File: config.mk
export PLATFORM = sky130hd
export DESIGN_NAME = id_ex_stage
export DESIGN_NICKNAME = d
export VERILOG_FILES = /design/src/rtl/id_ex_stage_pkg.sv /design/src/rtl/id_ex_stage_hazard_detect.sv /design/src/rtl/id_ex_stage.sv
export SDC_FILE = /design/constraint.sdc
export NUM_CORES = 1
export LEC_CHECK = 0
export ABC_AREA = 1
export BUFFER_PORTS_ARGS = -buffer_cell sky130_fd_sc_hd__buf_4
export CAP_MARGIN = 20
export CORE_AREA = 2 2 131 133
export CTS_CLUSTER_SIZE = 10
export DETAILED_ROUTE_END_ITERATION = 7
export DIE_AREA = 0 0 133 135
export GPL_TIMING_DRIVEN = 0
export PLACE_DENSITY = 0.82
export SLEW_MARGIN = 20
export SYNTH_ARGS = -nofsm -noshare
export SYNTH_HDL_FRONTEND = slang
export SYNTH_SLANG_ARGS = --single-unit
File: constraint.sdc
create_clock -name clk -period 1.9 [get_ports clk]
set_input_delay 0.095 -clock clk [delete_from_list [all_inputs] [get_ports clk]]
set_output_delay 0.095 -clock clk [all_outputs]
set_load 0.01 [all_outputs]
File: src/rtl/id_ex_stage_pkg.sv
// Shared control encodings for the ID/EX pipeline register: enable levels,
// ALU-op and jump codes, the packed control bundle and its NOP value.
package id_ex_stage_pkg;

  localparam logic FUN_ENABLE  = 1'b1;
  localparam logic FUN_DISABLE = 1'b0;

  localparam logic [1:0] ALUOP_ADD    = 2'b00;
  localparam logic [1:0] ALUOP_BRANCH = 2'b01;
  localparam logic [1:0] ALUOP_RTYPE  = 2'b10;
  localparam logic [1:0] ALUOP_ITYPE  = 2'b11;

  localparam logic [1:0] JUMP_DISABLE = 2'b00;
  localparam logic [1:0] JUMP_JAL     = 2'b01;
  localparam logic [1:0] JUMP_JALR    = 2'b10;

  typedef struct packed {
    logic       branch;
    logic       reg_wena;
    logic       mem2reg;
    logic       mem_rena;
    logic       mem_wena;
    logic [1:0] aluop;
    logic       alusrc;
    logic [1:0] jump;
  } ctrl_t;

  // The bubble bundle: nothing writes, nothing jumps, ALU does a harmless add.
  localparam ctrl_t NOP_CTRL = '{
    branch:   FUN_DISABLE,
    reg_wena: FUN_DISABLE,
    mem2reg:  FUN_DISABLE,
    mem_rena: FUN_DISABLE,
    mem_wena: FUN_DISABLE,
    aluop:    ALUOP_ADD,
    alusrc:   FUN_DISABLE,
    jump:     JUMP_DISABLE
  };

  // Controls of a non-instruction slot are forced to the NOP bundle.
  function automatic ctrl_t gate_ctrl(input ctrl_t c, input logic valid);
    return valid ? c : NOP_CTRL;
  endfunction

endpackage

File: src/rtl/id_ex_stage_hazard_detect.sv
// Load-use compare: the load sitting in EX writes a register that the
// instruction in ID reads. Both source indices are always compared, even for
// formats that have no rs2, which can only cost a spurious bubble.
module hazard_detect #(
  parameter int REG_AW = 5
) (
  input  logic              ex_valid,
  input  logic              ex_mem_rena,
  input  logic [REG_AW-1:0] ex_rd,
  input  logic              id_valid,
  input  logic [REG_AW-1:0] id_rs1,
  input  logic [REG_AW-1:0] id_rs2,
  output logic              hazard
);

  logic [REG_AW-1:0] src_idx [2];
  logic [1:0]        src_match;

  assign src_idx[0] = id_rs1;
  assign src_idx[1] = id_rs2;

  genvar gi;
  generate
    for (gi = 0; gi < 2; gi++) begin : g_src
      assign src_match[gi] = (ex_rd == src_idx[gi]);
    end
  endgenerate

  // x0 is never a real producer, so a load to x0 cannot create a hazard.
  always_comb begin
    hazard = ex_valid & ex_mem_rena & (ex_rd != '0) & id_valid & (|src_match);
  end

endmodule

File: src/rtl/id_ex_stage.sv
// ID/EX pipeline register: captures decoded controls and operands, inserts
// NOP bubbles on flush or load-use hazard, freezes on hold, and counts bubbles.
module id_ex_stage
  import id_ex_stage_pkg::*;
#(
  parameter int XLEN   = 32,
  parameter int REG_AW = 5,
  parameter int CNT_W  = 16
) (
  input  logic              clk,
  input  logic              rst_n,
  input  logic              id_valid,
  input  logic              id_branch,
  input  logic              id_reg_wena,
  input  logic              id_mem2reg,
  input  logic              id_mem_rena,
  input  logic              id_mem_wena,
  input  logic [1:0]        id_aluop,
  input  logic              id_alusrc,
  input  logic [1:0]        id_jump,
  input  logic [XLEN-1:0]   id_pc,
  input  logic [XLEN-1:0]   id_rs1_data,
  input  logic [XLEN-1:0]   id_rs2_data,
  input  logic [XLEN-1:0]   id_imm,
  input  logic [REG_AW-1:0] id_rs1,
  input  logic [REG_AW-1:0] id_rs2,
  input  logic [REG_AW-1:0] id_rd,
  input  logic [3:0]        id_funct,
  input  logic              flush_i,
  input  logic              hold_i,
  output logic              ex_valid,
  output logic              ex_branch,
  output logic              ex_reg_wena,
  output logic              ex_mem2reg,
  output logic              ex_mem_rena,
  output logic              ex_mem_wena,
  output logic [1:0]        ex_aluop,
  output logic              ex_alusrc,
  output logic [1:0]        ex_jump,
  output logic [XLEN-1:0]   ex_pc,
  output logic [XLEN-1:0]   ex_rs1_data,
  output logic [XLEN-1:0]   ex_rs2_data,
  output logic [XLEN-1:0]   ex_imm,
  output logic [REG_AW-1:0] ex_rs1,
  output logic [REG_AW-1:0] ex_rs2,
  output logic [REG_AW-1:0] ex_rd,
  output logic [3:0]        ex_funct,
  output logic              stall_o,
  output logic [CNT_W-1:0]  bubble_cnt
);

  logic              valid_reg;
  ctrl_t             ctrl_reg;
  ctrl_t             id_ctrl;
  logic [XLEN-1:0]   pc_reg, rs1_data_reg, rs2_data_reg, imm_reg;
  logic [REG_AW-1:0] rs1_reg, rs2_reg, rd_reg;
  logic [3:0]        funct_reg;
  logic [CNT_W-1:0]  cnt_reg;
  logic              hazard;
  logic              bubble_next;
  logic              capture_next;

  assign id_ctrl = '{
    branch:   id_branch,
    reg_wena: id_reg_wena,
    mem2reg:  id_mem2reg,
    mem_rena: id_mem_rena,
    mem_wena: id_mem_wena,
    aluop:    id_aluop,
    alusrc:   id_alusrc,
    jump:     id_jump
  };

  hazard_detect #(
    .REG_AW (REG_AW)
  ) u_hazard_detect (
    .ex_valid    (valid_reg),
    .ex_mem_rena (ctrl_reg.mem_rena),
    .ex_rd       (rd_reg),
    .id_valid    (id_valid),
    .id_rs1      (id_rs1),
    .id_rs2      (id_rs2),
    .hazard      (hazard)
  );

  // Edge priority: flush beats hold beats hazard beats a normal capture.
  // A flush never stalls (ID is being killed); reset forces stall low.
  always_comb begin
    bubble_next  = flush_i | (~hold_i & hazard);
    capture_next = ~flush_i & ~hold_i & ~hazard;
    stall_o      = rst_n & ~flush_i & (hold_i | hazard);
  end

  // Pipeline register; bubbles clear only controls and valid, data is kept.
  always_ff @(posedge clk) begin
    if (!rst_n) begin
      valid_reg    <= 1'b0;
      ctrl_reg     <= NOP_CTRL;
      pc_reg       <= '0;
      rs1_data_reg <= '0;
      rs2_data_reg <= '0;
      imm_reg      <= '0;
      rs1_reg      <= '0;
      rs2_reg      <= '0;
      rd_reg       <= '0;
      funct_reg    <= '0;
      cnt_reg      <= '0;
    end else if (bubble_next) begin
      valid_reg <= 1'b0;
      ctrl_reg  <= NOP_CTRL;
      cnt_reg   <= cnt_reg + CNT_W'(1);
    end else if (capture_next) begin
      valid_reg    <= id_valid;
      ctrl_reg     <= gate_ctrl(id_ctrl, id_valid);
      pc_reg       <= id_pc;
      rs1_data_reg <= id_rs1_data;
      rs2_data_reg <= id_rs2_data;
      imm_reg      <= id_imm;
      rs1_reg      <= id_rs1;
      rs2_reg      <= id_rs2;
      rd_reg       <= id_rd;
      funct_reg    <= id_funct;
    end
  end

  assign ex_valid    = valid_reg;
  assign ex_branch   = ctrl_reg.branch;
  assign ex_reg_wena = ctrl_reg.reg_wena;
  assign ex_mem2reg  = ctrl_reg.mem2reg;
  assign ex_mem_rena = ctrl_reg.mem_rena;
  assign ex_mem_wena = ctrl_reg.mem_wena;
  assign ex_aluop    = ctrl_reg.aluop;
  assign ex_alusrc   = ctrl_reg.alusrc;
  assign ex_jump     = ctrl_reg.jump;
  assign ex_pc       = pc_reg;
  assign ex_rs1_data = rs1_data_reg;
  assign ex_rs2_data = rs2_data_reg;
  assign ex_imm      = imm_reg;
  assign ex_rs1      = rs1_reg;
  assign ex_rs2      = rs2_reg;
  assign ex_rd       = rd_reg;
  assign ex_funct    = funct_reg;
  assign bubble_cnt  = cnt_reg;

endmodule

[Word-level counts from Yosys, hierarchy flattened]
Cells that the tools add are included.
W data, S select, Z words.
Word-level totals
  RAM bits: 0
  memory bits (read-only): 0
  bits in latches: 0
  flip-flop bits (word level): 174
  memories kept: 0
  output and inout port bits: 175
  word-level logic and storage cells: 42
Cells by class
  bitwise logic cells: 16
  multiply operators: 0
  add/subtract/negate cells: 1
  mux-type cells: 1
  shift operators: 0
  divide/modulo/power cells: 0
  reduce and logical (&&, ||, !) cells: 4
  magnitude comparators: 0
  equal/unequal tests: 2
Operators by type and width (count)
  $add A16 B1 Y16 const B: 1
  $eq A5 B5 Y1: 2
  $mux W10: 1
  $and A1 B1 Y1: 9
  $not A1 Y1: 5
  $reduce_bool A5 Y1: 1
  $reduce_or A2 Y1: 2
  $or A1 B1 Y1: 2
  $reduce_and A2 Y1: 1

[Logic depth before layout (Yosys ltp)]
  depth in word-level cells: 8
  mapped depth: 13
  mapped depth without buffers: 11

[By module]
Synthesis repeated with hierarchy kept, for this count alone.
Second synthesis, totals
  cells, all modules: 856
  area total of the unflattened synthesis: 6531.3 um^2
Modules (own cells, without submodules)
  id_ex_stage: area an instance 6332.3 um^2, cells an instance 811, instances 1
  hazard_detect: area an instance 198.9 um^2, cells an instance 45, instances 1

[Least setup slack after synthesis]
OpenSTA, ideal clock, no wires.
  path type: register to register
  from: register rd_reg[2], in the netlist ex_rd[2]
  to: register pc_reg[0], in the netlist ex_pc[0]
  setup slack: 0.342 ns
  library setup time: 0.116 ns
  stages on the path, launching flop included: 14
  required time: 1.784 ns
  data arrival time: 1.442 ns
  cell sequence: dfxtp_1 inv_2 nand2_1 nand2_1 nor2_1 nand3_1 nand2_1 nand2_2 nand2_4 inv_2 buf_4 buf_6 nor2_1 nor2_1
Between the ends
  word-level cells in the longest chain between the ends: 8
  elaborated cells between the ends (all ways): 13
  classes of those cells: 2 x eq/ne; 8 x bitwise; 3 x reduce/logical
RTL lines
  start, declared: RTL line id_ex_stage.sv:56  | logic [REG_AW-1:0] rs1_reg, rs2_reg, rd_reg;
  start signal, assigned: RTL line id_ex_stage.sv:121  | rd_reg <= id_rd;
  $reduce_bool A5 Y1: RTL line id_ex_stage_hazard_detect.sv:31  | hazard = ex_valid & ex_mem_rena & (ex_rd != '0) & id_valid & (|src_match);
  $and A1 B1 Y1 (2 in a row): RTL line id_ex_stage_hazard_detect.sv:31
  $and A1 B1 Y1 (*): RTL line id_ex_stage_hazard_detect.sv:31
  $and A1 B1 Y1: RTL line id_ex_stage.sv:89  | bubble_next = flush_i | (~hold_i & hazard);
  $or A1 B1 Y1: RTL line id_ex_stage.sv:89
  $not A1 Y1 (no source line)
  $reduce_and A2 Y1 (no source line) (*)
  end signal, assigned: RTL line id_ex_stage.sv:115  | pc_reg <= id_pc;
  end, declared: RTL line id_ex_stage.sv:55  | logic [XLEN-1:0] pc_reg, rs1_data_reg, rs2_data_reg, imm_reg;
Mark *: on every way between the ends. The rest lies on a longest branch, timed or not.
A chain may end at the register's enable or synchronous reset.

[Final worst setup path]
  from: register rd_reg[0], in the netlist ex_rd[0]
  to: register rs2_data_reg[16], in the netlist ex_rs2_data[16]
Between the ends
  word-level cells in the longest chain between the ends: 8
  elaborated cells between the ends (all ways): 13
  classes of those cells: 2 x eq/ne; 8 x bitwise; 3 x reduce/logical
RTL lines
  $reduce_bool A5 Y1: RTL line id_ex_stage_hazard_detect.sv:31
  $and A1 B1 Y1 (2 in a row): RTL line id_ex_stage_hazard_detect.sv:31
  $and A1 B1 Y1 (*): RTL line id_ex_stage_hazard_detect.sv:31
  $and A1 B1 Y1: RTL line id_ex_stage.sv:89
  $or A1 B1 Y1: RTL line id_ex_stage.sv:89
  $not A1 Y1 (no source line)
  $reduce_and A2 Y1 (no source line) (*)
  end signal, assigned: RTL line id_ex_stage.sv:117  | rs2_data_reg <= id_rs2_data;
  end, declared: RTL line id_ex_stage.sv:55
Marked as above.

==> run metrics <==
CTS tree=done; port buffer count=335; Hold WS=0.0230 ns; power per cell area=779 nW/um^2; Yosys cell types=24; yosys warns=0; Final Max Slew Viols=0; largest net degree at the start of global routing=17; Starting DRT DRC Count=512; Clk Latency, worst-skew pair=0.43 ns; fin nets=1562; final setup fails=2; sequential power share=42.7%; delay-heaviest family, CP=simple AND/OR/NAND/NOR gates; Startpoint Class=flop; syn nets=1055; total chip power=0.00940 W; Gate power share=19.3%; fraction of layout cells with a size suffix above 1=35.1%; vias in the first global route=8291; pre-CTS setup slack=-0.0351 ns; starting density of the core=40.6%; sequential share of the synthesized area=52.2%; synthesized area=6670 sq um; CP Data Required Time=2.19 ns; GP Congestion=0.901; Die Y=135 microns; CORE AREA=16400 sq um; post-synth top area cell=dfxtp_1; Area contributors post-synth=dfxtp_1 52%, nor2_1 18%, o21ai_0 11%, nand2_1 4.1%, nand3_1 2.2%; Syn Area/Cell=7.47 sq um; max-cap viol count=0; failing checks=setup timing; Clock Sinks=174; DRT Pass-1 Iters=5; Worst-Margin Slew=0.721 ns; CP cell instances=nor2_2, nor2_2, nor2_1, nand3_1, nand2_2, nand2_4, buf_12, nand2_8, buf_12, buf_6, o21ai_1, nor2_1; worst stage delay on the critical path=0.38 ns; slowest CP cell=dfxtp_4; register-to-register setup slack=-0.21 ns; Clk pwr share=37.9%; Tot GR Track Use=29.5%; RSZ-0062 raised after global routing=yes; Hold Path Depth=4; grt ovf=0; WHS Endpoint=ex_mem_rena$_SDFFE_PP0P_; Final WS setup=-0.205 ns; Achievable Freq=475 MHz; Clock Tree Buf Depth=2; crit path DAT=2.39 ns; wire per inst=18.4 microns; vias after detailed routing=8467; IO Pins=337; Max-slew headroom=51.9%; post-synth top area share=52.2%; status=finished, violations left; Crit Reg-Reg Endpoint=ex_rs2_data[16]$_SDFFE_PN0P_; die area=18000 sq um; die width=133 microns; CTS buffer count=17; flops & latches, synth=174; H-tree depth=4; DRC violations left=0; Worst Clk Skew=0.0132 ns; final wirelength=30000 microns; HP Start=id_mem_rena; CTS Root Cell=clkbuf_16; worst hold path class=input pin to flop; WS Path Type=flop to flop; Post-DRT Antenna Nets=0; number of cell rows=47; Worst VDD drop=0.572 mV; Buf/Inv on CP=3; Worst R2R Start=ex_rd[0]$_SDFFE_PN0P_; sw frac=27.6%; P&R area growth vs syn=80.9%; HPWL Detailed=16800 microns; Worst setup EP type=flop; CTS clk-pin slew, worst paths=0.07 ns; Psw=0.00260 W; crit share post-route=111%; Fin. Hold Viols=0; Worst Reg-to-Reg Cells=12; Crit Path Max Fanout=10; minimum clock period=2.11 ns; Pleak=5.42 nW; first-pass GRT wire length=41900 microns; Gate Count Post-Synth=892; P_int=0.00680 W; Vias/cell=5.18; initial antenna violation count=2
[cell families after synthesis]
kind of cell | Yosys count | synth area share (%)
xor+xnor | 15 | 1.97
fa+ha+maj | 1 | 0.188
simple gates | 441 | 26.4
flops | 174 | 52.2
buf+inv | 88 | 6.14
compound gates | 173 | 13.0
[worst register-to-register path, delay by kind of cell (launching register included)]
| family | cells | cell delay [ns] |
|---|---|---|
| AOI/OAI and AO/OA | 1 | 0.09 |
| DFF | 1 | 0.38 |
| and+or+nand+nor | 8 | 1.02 |
| buffers and inverters | 3 | 0.48 |
[registers in the layout, summed over array words and instances (netlist names), 2 cells and up]
name	cells
ex_rs1	5
ex_rs2	5
ex_jump	2
bubble_cnt	16
ex_aluop	2
ex_rd	5
ex_rs2_data	32
ex_pc	32
ex_funct	4
ex_rs1_data	32
ex_imm	32
[worst max path at each step]
stage | startpoint | to | slack [ns] | cells after the start
floorplan | ex_rd[2]$_SDFFE_PN0P_ | ex_pc[0]$_SDFFE_PN0P_ | 0.34 | 13
global placement | ex_rd[0]$_SDFFE_PN0P_ | ex_rs1_data[3]$_SDFFE_PN0P_ | 0.004 | 12
detailed placement | ex_rd[2]$_SDFFE_PN0P_ | ex_funct[0]$_SDFFE_PN0P_ | -0.04 | 12
CTS | ex_rd[0]$_SDFFE_PN0P_ | stall_o | -0.03 | 11
global route | ex_rd[0]$_SDFFE_PN0P_ | ex_rs2_data[16]$_SDFFE_PN0P_ | -0.33 | 13
finish | ex_rd[0]$_SDFFE_PN0P_ | ex_rs2_data[16]$_SDFFE_PN0P_ | -0.21 | 12
[synthesized netlist by cell type]
master / n
a21oi_1: 25
buf_2: 23
buf_4: 5
buf_6: 4
clkbuf_1: 25
clkbuf_2: 1
clkinv_1: 1
dfxtp_1: 174
ha_1: 1
inv_1: 25
inv_2: 4
nand2_1: 72
nand2_2: 2
nand2_4: 1
nand3_1: 29
nand3_2: 1
nand3b_1: 10
nand4_1: 1
nor2_1: 315
nor3_1: 10
o21ai_0: 147
o21bai_1: 1
xnor2_1: 4
xor2_1: 11
[layout by cell type (no fill, tap or decap), types with 4 or more instances in the layout]
cell,synthesis,final
a21oi_1,25,25
buf_4,5,344
buf_6,4,16
buf_8,0,7
clkbuf_1,25,23
clkbuf_16,0,18
clkinvlp_4,0,5
dfxtp_1,174,170
dlygate4sd3_1,0,147
inv_1,25,23
inv_2,4,5
nand2_1,72,68
nand3_1,29,29
nand3b_1,10,10
nor2_1,315,271
nor2_2,0,42
nor3_1,10,10
o21ai_0,147,43
o21ai_1,0,78
o21ai_2,0,24
xnor2_1,4,4
xor2_1,11,11
[power by group through the flow]
stage	clock, W	combinational, W	sequential, W
4_1_cts	0.00354	0.00158	0.00398
3_3_place_gp	0	0.00129	0.00405
5_1_grt	0.00370	0.00194	0.00403
6_report	0.00356	0.00182	0.00402
3_5_place_dp	0	0.00131	0.00407
2_1_floorplan	0	0.000470	0.00415
[layout make-up]
| type | count | area, sq um |
|---|---|---|
| fillers | 1093 | 4350 |
| repair buffers | 488 | 4060 |
| flip-flops and latches | 174 | 3500 |
| multi-input cells | 630 | 3040 |
| plain buffers | 58 | 482 |
| clock buffers | 20 | 447 |
| well taps | 220 | 275 |
| clock inverters | 11 | 135 |
| inverters | 30 | 118 |
| diodes | 2 | 5.00 |
[per-layer routing]
layer / track usage (%) / routed length [microns]
met5: 0 / 13
met1: 30.4 / 10700
met4: 17.6 / 2000
met3: 6.68 / 2320
met2: 54.8 / 14900
[stage by stage]
step / TNS, ns / cell area (sq um) / util (%) / instances
2_1_floorplan: 0 / 6670 / - / 892
3_3_place_gp: 0 / 9460 / 57.6 / 1447
3_5_place_dp: -0.249 / 9460 / 57.6 / 1447
4_1_cts: -0.0288 / 11600 / 70.8 / 1630
5_1_grt: -3.12 / 12100 / 73.5 / 1633
6_report: -0.217 / 12100 / 73.5 / 1633
[repair_timing]
action | 4_1_cts | 5_1_grt
hold buffers | 147 | 0
buffers inserted | 5 | 0
endpoints found under the setup margin | 98 | 151
resized for setup | 19 | 257
hold endpoints to repair | 147 | 0
gates cloned | 0 | 1
pin swaps | 5 | 10
Note: power is estimated with default switching activity, not from simulation.
